File: src/rtl/pdm_pkg.sv
// Register map and STATUS word layout shared by the PDM sample feeder blocks.
// pdm_status() packs the flags and the fill count into the 16-bit STATUS read value.
package pdm_pkg;

  localparam logic PDM_ADR_SAMPLE = 1'b0;
  localparam logic PDM_ADR_STATUS = 1'b1;

  localparam int STATUS_UNDERRUN_BIT = 15;
  localparam int STATUS_FULL_BIT     = 14;
  localparam int STATUS_EMPTY_BIT    = 13;
  localparam int STATUS_COUNT_W      = 13;

  function automatic logic [15:0] pdm_status(input logic                      underrun,
                                             input logic                      full,
                                             input logic                      empty,
                                             input logic [STATUS_COUNT_W-1:0] count);
    logic [15:0] s;
    s                      = '0;
    s[STATUS_UNDERRUN_BIT] = underrun;
    s[STATUS_FULL_BIT]     = full;
    s[STATUS_EMPTY_BIT]    = empty;
    s[STATUS_COUNT_W-1:0]  = count;
    return s;
  endfunction

endpackage

File: src/rtl/pdm_sample_fifo.sv
// Power-of-two synchronous FIFO holding PCM samples awaiting their sample tick.
// The head entry is readable combinationally so a pop and its data share one edge.
module pdm_sample_fifo #(
  parameter int WIDTH      = 8,
  parameter int DEPTH_LOG2 = 4
) (
  input  logic                  clk,
  input  logic                  rst_n,
  input  logic                  push,
  input  logic [WIDTH-1:0]      push_dat,
  input  logic                  pop,
  output logic [WIDTH-1:0]      head,
  output logic                  full,
  output logic                  empty,
  output logic [DEPTH_LOG2:0]   count
);

  localparam int DEPTH = 1 << DEPTH_LOG2;

  logic [WIDTH-1:0]    mem [DEPTH];
  logic [DEPTH_LOG2:0] wr_ptr;
  logic [DEPTH_LOG2:0] rd_ptr;
  logic                do_push;
  logic                do_pop;

  assign do_push = push & ~full;
  assign do_pop  = pop & ~empty;

  always_ff @(posedge clk) begin
    if (!rst_n) begin
      wr_ptr <= '0;
      rd_ptr <= '0;
    end else begin
      if (do_push) wr_ptr <= wr_ptr + 1'b1;
      if (do_pop)  rd_ptr <= rd_ptr + 1'b1;
    end
  end

  always_ff @(posedge clk) begin
    if (do_push) mem[wr_ptr[DEPTH_LOG2-1:0]] <= push_dat;
  end

  // Extra pointer MSB distinguishes full from empty when the indices match.
  assign count = wr_ptr - rd_ptr;
  assign empty = (wr_ptr == rd_ptr);
  assign full  = (wr_ptr[DEPTH_LOG2] != rd_ptr[DEPTH_LOG2]) &&
                 (wr_ptr[DEPTH_LOG2-1:0] == rd_ptr[DEPTH_LOG2-1:0]);
  assign head  = mem[rd_ptr[DEPTH_LOG2-1:0]];

endmodule

File: src/rtl/wbs_pdm_feeder.sv
// Wishbone pipelined slave buffering PCM samples and releasing one per sample period
// to the PDM channel, with fill/underrun status and a low-water interrupt.
module wbs_pdm_feeder
  import pdm_pkg::*;
#(
  parameter int BIT_RESOLUTION  = 8,
  parameter int FIFO_DEPTH_LOG2 = 4,
  parameter int CLK_DIV         = 256
) (
  input  logic                      wbs_clk_i,
  input  logic                      wbs_rst_ni,
  input  logic                      wbs_cyc_i,
  input  logic                      wbs_stb_i,
  input  logic                      wbs_we_i,
  input  logic                      wbs_adr_i,
  input  logic [15:0]               wbs_dat_i,
  output logic [15:0]               wbs_dat_o,
  output logic                      wbs_ack_o,
  output logic                      wbs_stall_o,
  output logic                      pdm_stb_o,
  output logic [BIT_RESOLUTION-1:0] pdm_dat_o,
  output logic                      irq_o
);

  localparam int CNT_W = (CLK_DIV > 1) ? $clog2(CLK_DIV) : 1;
  localparam logic [CNT_W-1:0] CNT_LAST = CNT_W'(CLK_DIV - 1);
  localparam logic [FIFO_DEPTH_LOG2:0] LOW_WATER =
    (FIFO_DEPTH_LOG2 + 1)'(1 << (FIFO_DEPTH_LOG2 - 1));

  logic [CNT_W-1:0]          cnt;
  logic                      tick;
  logic                      req;
  logic                      accept;
  logic                      push;
  logic                      pop;
  logic                      status_clr;
  logic                      underrun;
  logic [BIT_RESOLUTION-1:0] fifo_head;
  logic                      fifo_full;
  logic                      fifo_empty;
  logic [FIFO_DEPTH_LOG2:0]  fifo_count;
  logic [15:0]               status_word;

  pdm_sample_fifo #(
    .WIDTH      (BIT_RESOLUTION),
    .DEPTH_LOG2 (FIFO_DEPTH_LOG2)
  ) u_fifo (
    .clk      (wbs_clk_i),
    .rst_n    (wbs_rst_ni),
    .push     (push),
    .push_dat (wbs_dat_i[BIT_RESOLUTION-1:0]),
    .pop      (pop),
    .head     (fifo_head),
    .full     (fifo_full),
    .empty    (fifo_empty),
    .count    (fifo_count)
  );

  // Stall only looks at registered fullness, so a pop on the same edge cannot lift it.
  assign req         = wbs_cyc_i & wbs_stb_i;
  assign wbs_stall_o = req & wbs_we_i & (wbs_adr_i == PDM_ADR_SAMPLE) & fifo_full;
  assign accept      = req & ~wbs_stall_o;
  assign push        = accept & wbs_we_i & (wbs_adr_i == PDM_ADR_SAMPLE);
  assign status_clr  = accept & wbs_we_i & (wbs_adr_i == PDM_ADR_STATUS);

  assign tick = (cnt == CNT_LAST);
  assign pop  = tick & ~fifo_empty;

  assign status_word = pdm_status(underrun, fifo_full, fifo_empty,
                                  STATUS_COUNT_W'(fifo_count));

  assign irq_o = underrun | (fifo_count < LOW_WATER);

  always_ff @(posedge wbs_clk_i) begin
    if (!wbs_rst_ni) begin
      cnt       <= '0;
      underrun  <= 1'b0;
      pdm_stb_o <= 1'b0;
      pdm_dat_o <= '0;
      wbs_ack_o <= 1'b0;
      wbs_dat_o <= '0;
    end else begin
      cnt <= tick ? '0 : cnt + 1'b1;

      // A fresh underrun outranks a software clear on the same edge.
      if (tick && fifo_empty) underrun <= 1'b1;
      else if (status_clr)    underrun <= 1'b0;

      pdm_stb_o <= pop;
      if (pop) pdm_dat_o <= fifo_head;

      wbs_ack_o <= accept;
      if (accept) begin
        wbs_dat_o <= (!wbs_we_i && (wbs_adr_i == PDM_ADR_STATUS)) ? status_word : 16'h0000;
      end
    end
  end

endmodule

File: config.mk
export PLATFORM = sky130hd
export DESIGN_NAME = wbs_pdm_feeder
export DESIGN_NICKNAME = d
export VERILOG_FILES = /design/src/rtl/pdm_pkg.sv /design/src/rtl/pdm_sample_fifo.sv /design/src/rtl/wbs_pdm_feeder.sv
export SDC_FILE = /design/constraint.sdc
export NUM_CORES = 1
export LEC_CHECK = 0
export ABC_AREA = 1
export BUFFER_PORTS_ARGS = -buffer_cell sky130_fd_sc_hd__buf_2
export CAP_MARGIN = 20
export CORE_UTILIZATION = 40
export DETAILED_ROUTE_END_ITERATION = 16
export GPL_TIMING_DRIVEN = 1
export SLEW_MARGIN = 20
export SYNTH_ARGS = -nofsm -noshare
export SYNTH_HDL_FRONTEND = slang
export SYNTH_SLANG_ARGS = --single-unit
File: constraint.sdc
create_clock -name wbs_clk_i -period 5.6 [get_ports wbs_clk_i]
set_input_delay 0.28 -clock wbs_clk_i [delete_from_list [all_inputs] [get_ports wbs_clk_i]]
set_output_delay 0.28 -clock wbs_clk_i [all_outputs]
set_load 0.02 [all_outputs]
# Word level (Yosys, flattened, before mapping)
# Memories as Yosys holds them, arrays and structs flattened. A register that Yosys moved wholly into a read port is not among the register bits.
# Cells that the tools add are included.
# Widths: inputs -> output; s select.
[totals] regBits=37 mem_count=1 latch_bits=0 output_inout_bits=28 wordCells=46 input_bits=22 rom_bits=0 mem_bits_rw=128
[memory_table] name="u_fifo.mem" depth=16 width=8 rd=1 rd_ports_with_merged_regs=1 wr=1 line="pdm_sample_fifo.sv:20" source="logic [WIDTH-1:0] mem [DEPTH];"
[op_classes] eq_ne=4 addsub=4 n_reduce_logical=7 n_mux=5 shifts=0 bitwise_logic=17 n_lt_le_gt_ge=1 div_mod_pow=0 multipliers=0
[op_table] operator="$mux 16" n=1
[op_table] operator="$and 1x1->1" n=11
[op_table] operator="$add 5x1->5 const B" n=2
[op_table] operator="$add 8x1->8 const B" n=1
[op_table] operator="$eq 8x8->1 const B" n=1
[op_table] operator="$eq 5x5->1" n=1
[op_table] operator="$lt 5x4->1 const B" n=1
[op_table] operator="$not 1->1" n=5
[op_table] operator="$sub 5x5->5" n=1
[op_table] operator="$eq 4x4->1" n=1
[op_table] operator="$mux 1" n=4
[op_table] operator="$logic_and 1x1->1" n=3
[op_table] operator="$logic_not 1->1" n=2
[op_table] operator="$reduce_bool 2->1" n=1
[op_table] operator="$reduce_or 2->1" n=1
[op_table] operator="$ne 1x1->1" n=1
[op_table] operator="$or 1x1->1" n=1

# Logic depth before layout (Yosys ltp)
[depth] depth_word=11 ltp_mapped=13 mapped_depth_nobuf=10

# Hierarchy
# A second synthesis with hierarchy kept.
[hier_totals] cells_unflattened=840 area_unflattened_um2=7727.4
[modules_own_cells] mod="pdm_sample_fifo" n_inst=1 seq_area_each_um2=4124.0 cells_per_inst=657 area_each_um2=6429.9
[modules_own_cells] mod="wbs_pdm_feeder" n_inst=1 seq_area_each_um2=540.5 cells_per_inst=183 area_each_um2=1297.5

# Least setup slack after synthesis
# No wires, ideal clock.
[synth_timing] path_type="register to register" startpoint="register u_fifo.rd_ptr[2]" endpoint="memory u_fifo.mem[4][0], enable pin" setup_ns=0.383 path_slack_ns=3.063 n_path_buf=3 period_less_slack_ns=2.537 required_time_ns=5.217 t_arrival_ns=2.154 stages_incl_launch_ff=11 path_cell_list="dfxtp_1 -> buf_2 -> buf_2 -> inv_1 -> ha_1 -> nand2_2 -> nor2_2 -> nand2_1 -> nand2_2 -> buf_2 -> nor3_1"
[synth_between] elab_chain_len=10 elab_cells_between_ends=11 classes_between="1 x eq/ne; 2 x mux; 7 x bitwise; 1 x reduce/logical"
[synth_lines] element="start: declaration" line="pdm_sample_fifo.sv:22" source="logic [DEPTH_LOG2:0] rd_ptr;"
[synth_lines] element="start signal: assignment" line="pdm_sample_fifo.sv:35" source="if (do_pop) rd_ptr <= rd_ptr + 1'b1;"
[synth_lines] element="$eq 4x4->1 *" line="pdm_sample_fifo.sv:47" source="(wr_ptr[DEPTH_LOG2-1:0] == rd_ptr[DEPTH_LOG2-1:0]);"
[synth_lines] element="$logic_and 1x1->1 *" line="pdm_sample_fifo.sv:46" source="assign full = (wr_ptr[DEPTH_LOG2] != rd_ptr[DEPTH_LOG2]) &&"
[synth_lines] element="$and 1x1->1" line="wbs_pdm_feeder.sv:61" source="assign wbs_stall_o = req & wbs_we_i & (wbs_adr_i == PDM_ADR_SAMPLE) & fifo_full;"
[synth_lines] element="$not 1->1" line="wbs_pdm_feeder.sv:62" source="assign accept = req & ~wbs_stall_o;"
[synth_lines] element="$and 1x1->1" line="wbs_pdm_feeder.sv:62"
[synth_lines] element="$and 1x1->1 (2 in a row)" line="wbs_pdm_feeder.sv:63" source="assign push = accept & wbs_we_i & (wbs_adr_i == PDM_ADR_SAMPLE);"
[synth_lines] element="$and 1x1->1 *" line="pdm_sample_fifo.sv:26" source="assign do_push = push & ~full;"
[synth_lines] element="$mux 1 *" line="pdm_sample_fifo.sv:40" source="if (do_push) mem[wr_ptr[DEPTH_LOG2-1:0]] <= push_dat;"
[synth_lines] element="$mux 1 (not written as such) *" line="pdm_sample_fifo.sv:40"
[synth_lines] element="end: declaration" line="pdm_sample_fifo.sv:20"
# Every way passes the cells marked *; elsewhere a longest branch is shown, timed or not.

# Worst setup path after layout
[layout_timing] startpoint="register u_fifo.rd_ptr[2]" endpoint="memory u_fifo.mem[4][5], enable pin"
# The elaborated chain is that of the path after synthesis.

==> impl_summary.txt <==
----------------------------------------------------
[CTS]
  Total CTS buffers ... 17
  Cts hold-fix bufs ... 0
  Clock insertion delay at the later pin of the skew report ... 0.42 ns
  Number of gates resized after CTS ... 0
  H-tree levels ... 4
  Clock Tree Buf Depth ... 2
  Clock Tree Root ... sky130_fd_sc_hd__clkbuf_16
  Worst-path clk slew ... 0.06 ns
  TritonCTS clock tree ... yes
  Clk sinks ... 165
  Post-CTS setup buffer count ... 0

[Worst setup path]
  Path type of the worst setup path ... reg -> reg
  Crit. End Element ... flip-flop
  Largest fanout on the critical path ... 22
  WP data arrival ... 3.23 ns
  Critical R2R Capture ... u_fifo.mem[4][5]
  Launching element of the worst setup path ... u_fifo.rd_ptr[2]
  Reg-to-reg critical path startpoint ... u_fifo.rd_ptr[2]
  R2R depth ... 8
  Critical Path RT ... 5.72 ns
  Flop-to-flop setup slack ... 2.49 ns
  Worst setup endpoint ... u_fifo.mem[4][5]
  Setup crit start kind ... flip-flop

[Placement]
  Sum of net half-perimeters after detailed placement ... 9650 um
  Placer congestion estimate ... 0.777
  Total of buffers placed on input and output ports ... 33

[Global route]
  Number of global-route vias before repair ... 4717
  Largest net degree at the start of global routing ... 69
  Combined global-route utilization of all metal layers ... 17.9%
  Overflow left after global routing ... 0
  Wire length of the first global-routing pass ... 24700 um
  Initial antenna violation count ... 0

[Timing]
  Final Critical Period ... 3.11 ns
  Final worst-path cycle share ... 55.5%
  Slew margin rel. ... 36.5%
  Number of failing hold endpoints at the final stage ... 0
  Skew final ... 0.00868 ns
  Final TNS setup ... 0 ns
  Worst-margin pin slew ... 0.951 ns
  Highest attainable clock frequency ... 322 MHz
  Final setup viols ... 0
  Pins Over Slew Limit ... 0
  Unrepaired setup endpoints after global routing ... false

[Detailed routing]
  Initial DRC count ... 322
  Count of TritonRoute iterations in the first routing pass ... 4
  Vias per Instance ... 4.77
  Post-Route WL ... 15500 um
  Residual DRC ... 0
  Average wire per cell in the routed design ... 14.8 um
  Number of nets still failing antenna checks after routing ... 0
  Number of vias after detailed routing ... 4985

[Synth]
  Proportion of synthesized area in mux cells ... 0%
  Cells after synthesis ... 778
  Area fraction in compound gates after synthesis ... 2.93%
  Fraction of synthesized cell area in xor and xnor cells ... 0.356%
  Total of warnings raised by yosys ... 0
  Dominant combinational cell family by area after synthesis ... simple AND/OR/NAND/NOR gates
  Post-synthesis share of cell area spent on and, or, nand and nor gates ... 22.9%
  Part of the Yosys area used for sequential elements ... 62.0%
  Post-synthesis register bit count ... 165
  Number of distinct library cells after synthesis ... 32
  Combined area of all synthesized cells ... 7390 um^2
  Post-Synth Adder-Cell Area ... 1.96%
  Mean instance size in the synthesized netlist ... 9.50 um^2

[Pwr]
  Reported leakage power ... 3.49 nW
  Peak supply drop ... 0.286 mV
  Power per unit of standard cell area ... 308 nW/um^2

[Hold path]
  Worst hold start ... wbs_we_i
  Hold crit path type ... in -> reg

[Floorplanning]
  Die Area ... 19000 um^2
  Initial standard-cell utilization of the core ... 41.0%
  I/O pins ... 50
  Core region area ... 18000 um^2
  Standard-cell rows ... 49
  Overall die width ... 138 um
  Die height ... 138 um

[Final layout]
  Syn-to-layout area delta ... 12.8%
  Most common cell after layout, fill and taps aside ... sky130_fd_sc_hd__nand2_1
  Net count, final ... 836
  Antenna diode count ... 0
  Utilization after layout ... 46.2%
  Commonest cells after routing, fill and taps aside ... sky130_fd_sc_hd__nand2_1, sky130_fd_sc_hd__inv_1, sky130_fd_sc_hd__edfxtp_1
  Share of layout cells above drive strength 1 ... 11.4%

[Run status]
  Run status ... completed

[Run]
  Max-capacitance violation count ... 0

----------------------------------------------------
final cells by class:
class,count,area [um^2]
tap,229,287
timing repair buffer,37,193
clock inverter,9,124
inverter,130,489
multi-input combinational,452,2170
fill,1711,9690
clock buffer,23,488
sequential,165,4590
critical path, stage by stage, from the launching register on:
cell,delay [ns]
sky130_fd_sc_hd__dfxtp_1,0.86
sky130_fd_sc_hd__inv_1,0.16
sky130_fd_sc_hd__ha_1,0.40
sky130_fd_sc_hd__nand2_2,0.09
sky130_fd_sc_hd__nor2_2,0.05
sky130_fd_sc_hd__nand2_1,0.10
sky130_fd_sc_hd__nand2_2,0.32
sky130_fd_sc_hd__nor3_1,0.52
sky130_fd_sc_hd__buf_2,0.29
where the power goes:
group | switching, mW | internal, mW | total (mW)
clock network | 0.445 | 0.745 | 1.19
logic | 0.0446 | 0.0105 | 0.0551
registers | 0.00259 | 1.32 | 1.32
synth_stat cells:
master                     number  area (um^2)
sky130_fd_sc_hd__a21o_1         1         7.51
sky130_fd_sc_hd__a21oi_1       21          105
sky130_fd_sc_hd__buf_2         14         70.1
sky130_fd_sc_hd__buf_4         14          105
sky130_fd_sc_hd__buf_6          3         33.8
sky130_fd_sc_hd__clkbuf_1       7         26.3
sky130_fd_sc_hd__conb_1         1         3.75
sky130_fd_sc_hd__dfxtp_1       37          741
sky130_fd_sc_hd__edfxtp_1     128         3840
sky130_fd_sc_hd__fa_1           1         20.0
sky130_fd_sc_hd__ha_1          10          125
sky130_fd_sc_hd__inv_1        129          484
sky130_fd_sc_hd__inv_2          1         3.75
sky130_fd_sc_hd__nand2_1      204          766
sky130_fd_sc_hd__nand2_2        5         31.3
sky130_fd_sc_hd__nand2_4        1         11.3
sky130_fd_sc_hd__nand3_1      101          505
sky130_fd_sc_hd__nand3_2        1         10.0
sky130_fd_sc_hd__nand3b_1       1         7.51
sky130_fd_sc_hd__nand4_1        2         12.5
sky130_fd_sc_hd__nor2_1        50          188
sky130_fd_sc_hd__nor2_2         2         12.5
sky130_fd_sc_hd__nor2_4         2         22.5
sky130_fd_sc_hd__nor2_8         1         20.0
sky130_fd_sc_hd__nor3_1        16         80.1
sky130_fd_sc_hd__nor3_2         1         10.0
sky130_fd_sc_hd__nor3b_2        1         12.5
sky130_fd_sc_hd__o21ai_0       18         90.1
sky130_fd_sc_hd__o21ai_1        1         5.00
sky130_fd_sc_hd__o221ai_1       1         8.76
sky130_fd_sc_hd__xnor2_1        1         8.76
sky130_fd_sc_hd__xor2_1         2         17.5
flip-flops by register name (all words and copies together), names as in the netlist:
signal         cells
u_fifo.mem       128
cnt                8
pdm_dat_o          8
wbs_dat_o          8
u_fifo.rd_ptr      5
u_fifo.wr_ptr      5
pdm_stb_o          1
underrun           1
wbs_ack_o          1
cells by family (layout without fill, tap and decap cells):
group           count (synthesis)  count (layout)
simple gates                  388             388
buf+inv                       168             199
flops                         165             165
compound gates                 42              42
fa+ha+maj                      11              11
xor+xnor                        3               3
other cells                     1               8
through the flow:
stage / power (mW) / std cells / instance area, um^2 / hold slack, ns / worst slack [ns]
after floorplan: 1.38 / 785 / 7410 / 0.379 / 3.06
after global placement: 1.40 / 1012 / 7650 / 0.430 / 2.34
after detailed placement: 1.40 / 1013 / 7670 / 0.441 / 2.23
after CTS: 2.59 / 1045 / 8280 / 0.179 / 2.22
after global routing: 2.65 / 1045 / 8330 / 0.232 / 2.23
final: 2.57 / 1045 / 8330 / 0.195 / 2.49
metal layers:
metal	GRT usage, %	wire length [um]	up-vias	share of wire (%)
met5	0	0	-	0
met4	6.34	244	0	1.6
met3	4.28	691	17	4.5
met2	29.4	7680	104	49
met1	22.9	6900	2324	44
li1	-	-	2540	-
worst min-delay path by stage:
stage / depth (start not counted) / end
final: 4 / underrun
after detailed placement: 1 / cnt[0]
after CTS: 4 / underrun
after global placement: 1 / cnt[0]
after global routing: 4 / underrun
after floorplan: 0 / u_fifo.mem[0][0]
No activity file was read; power rests on OpenSTA's default activity.
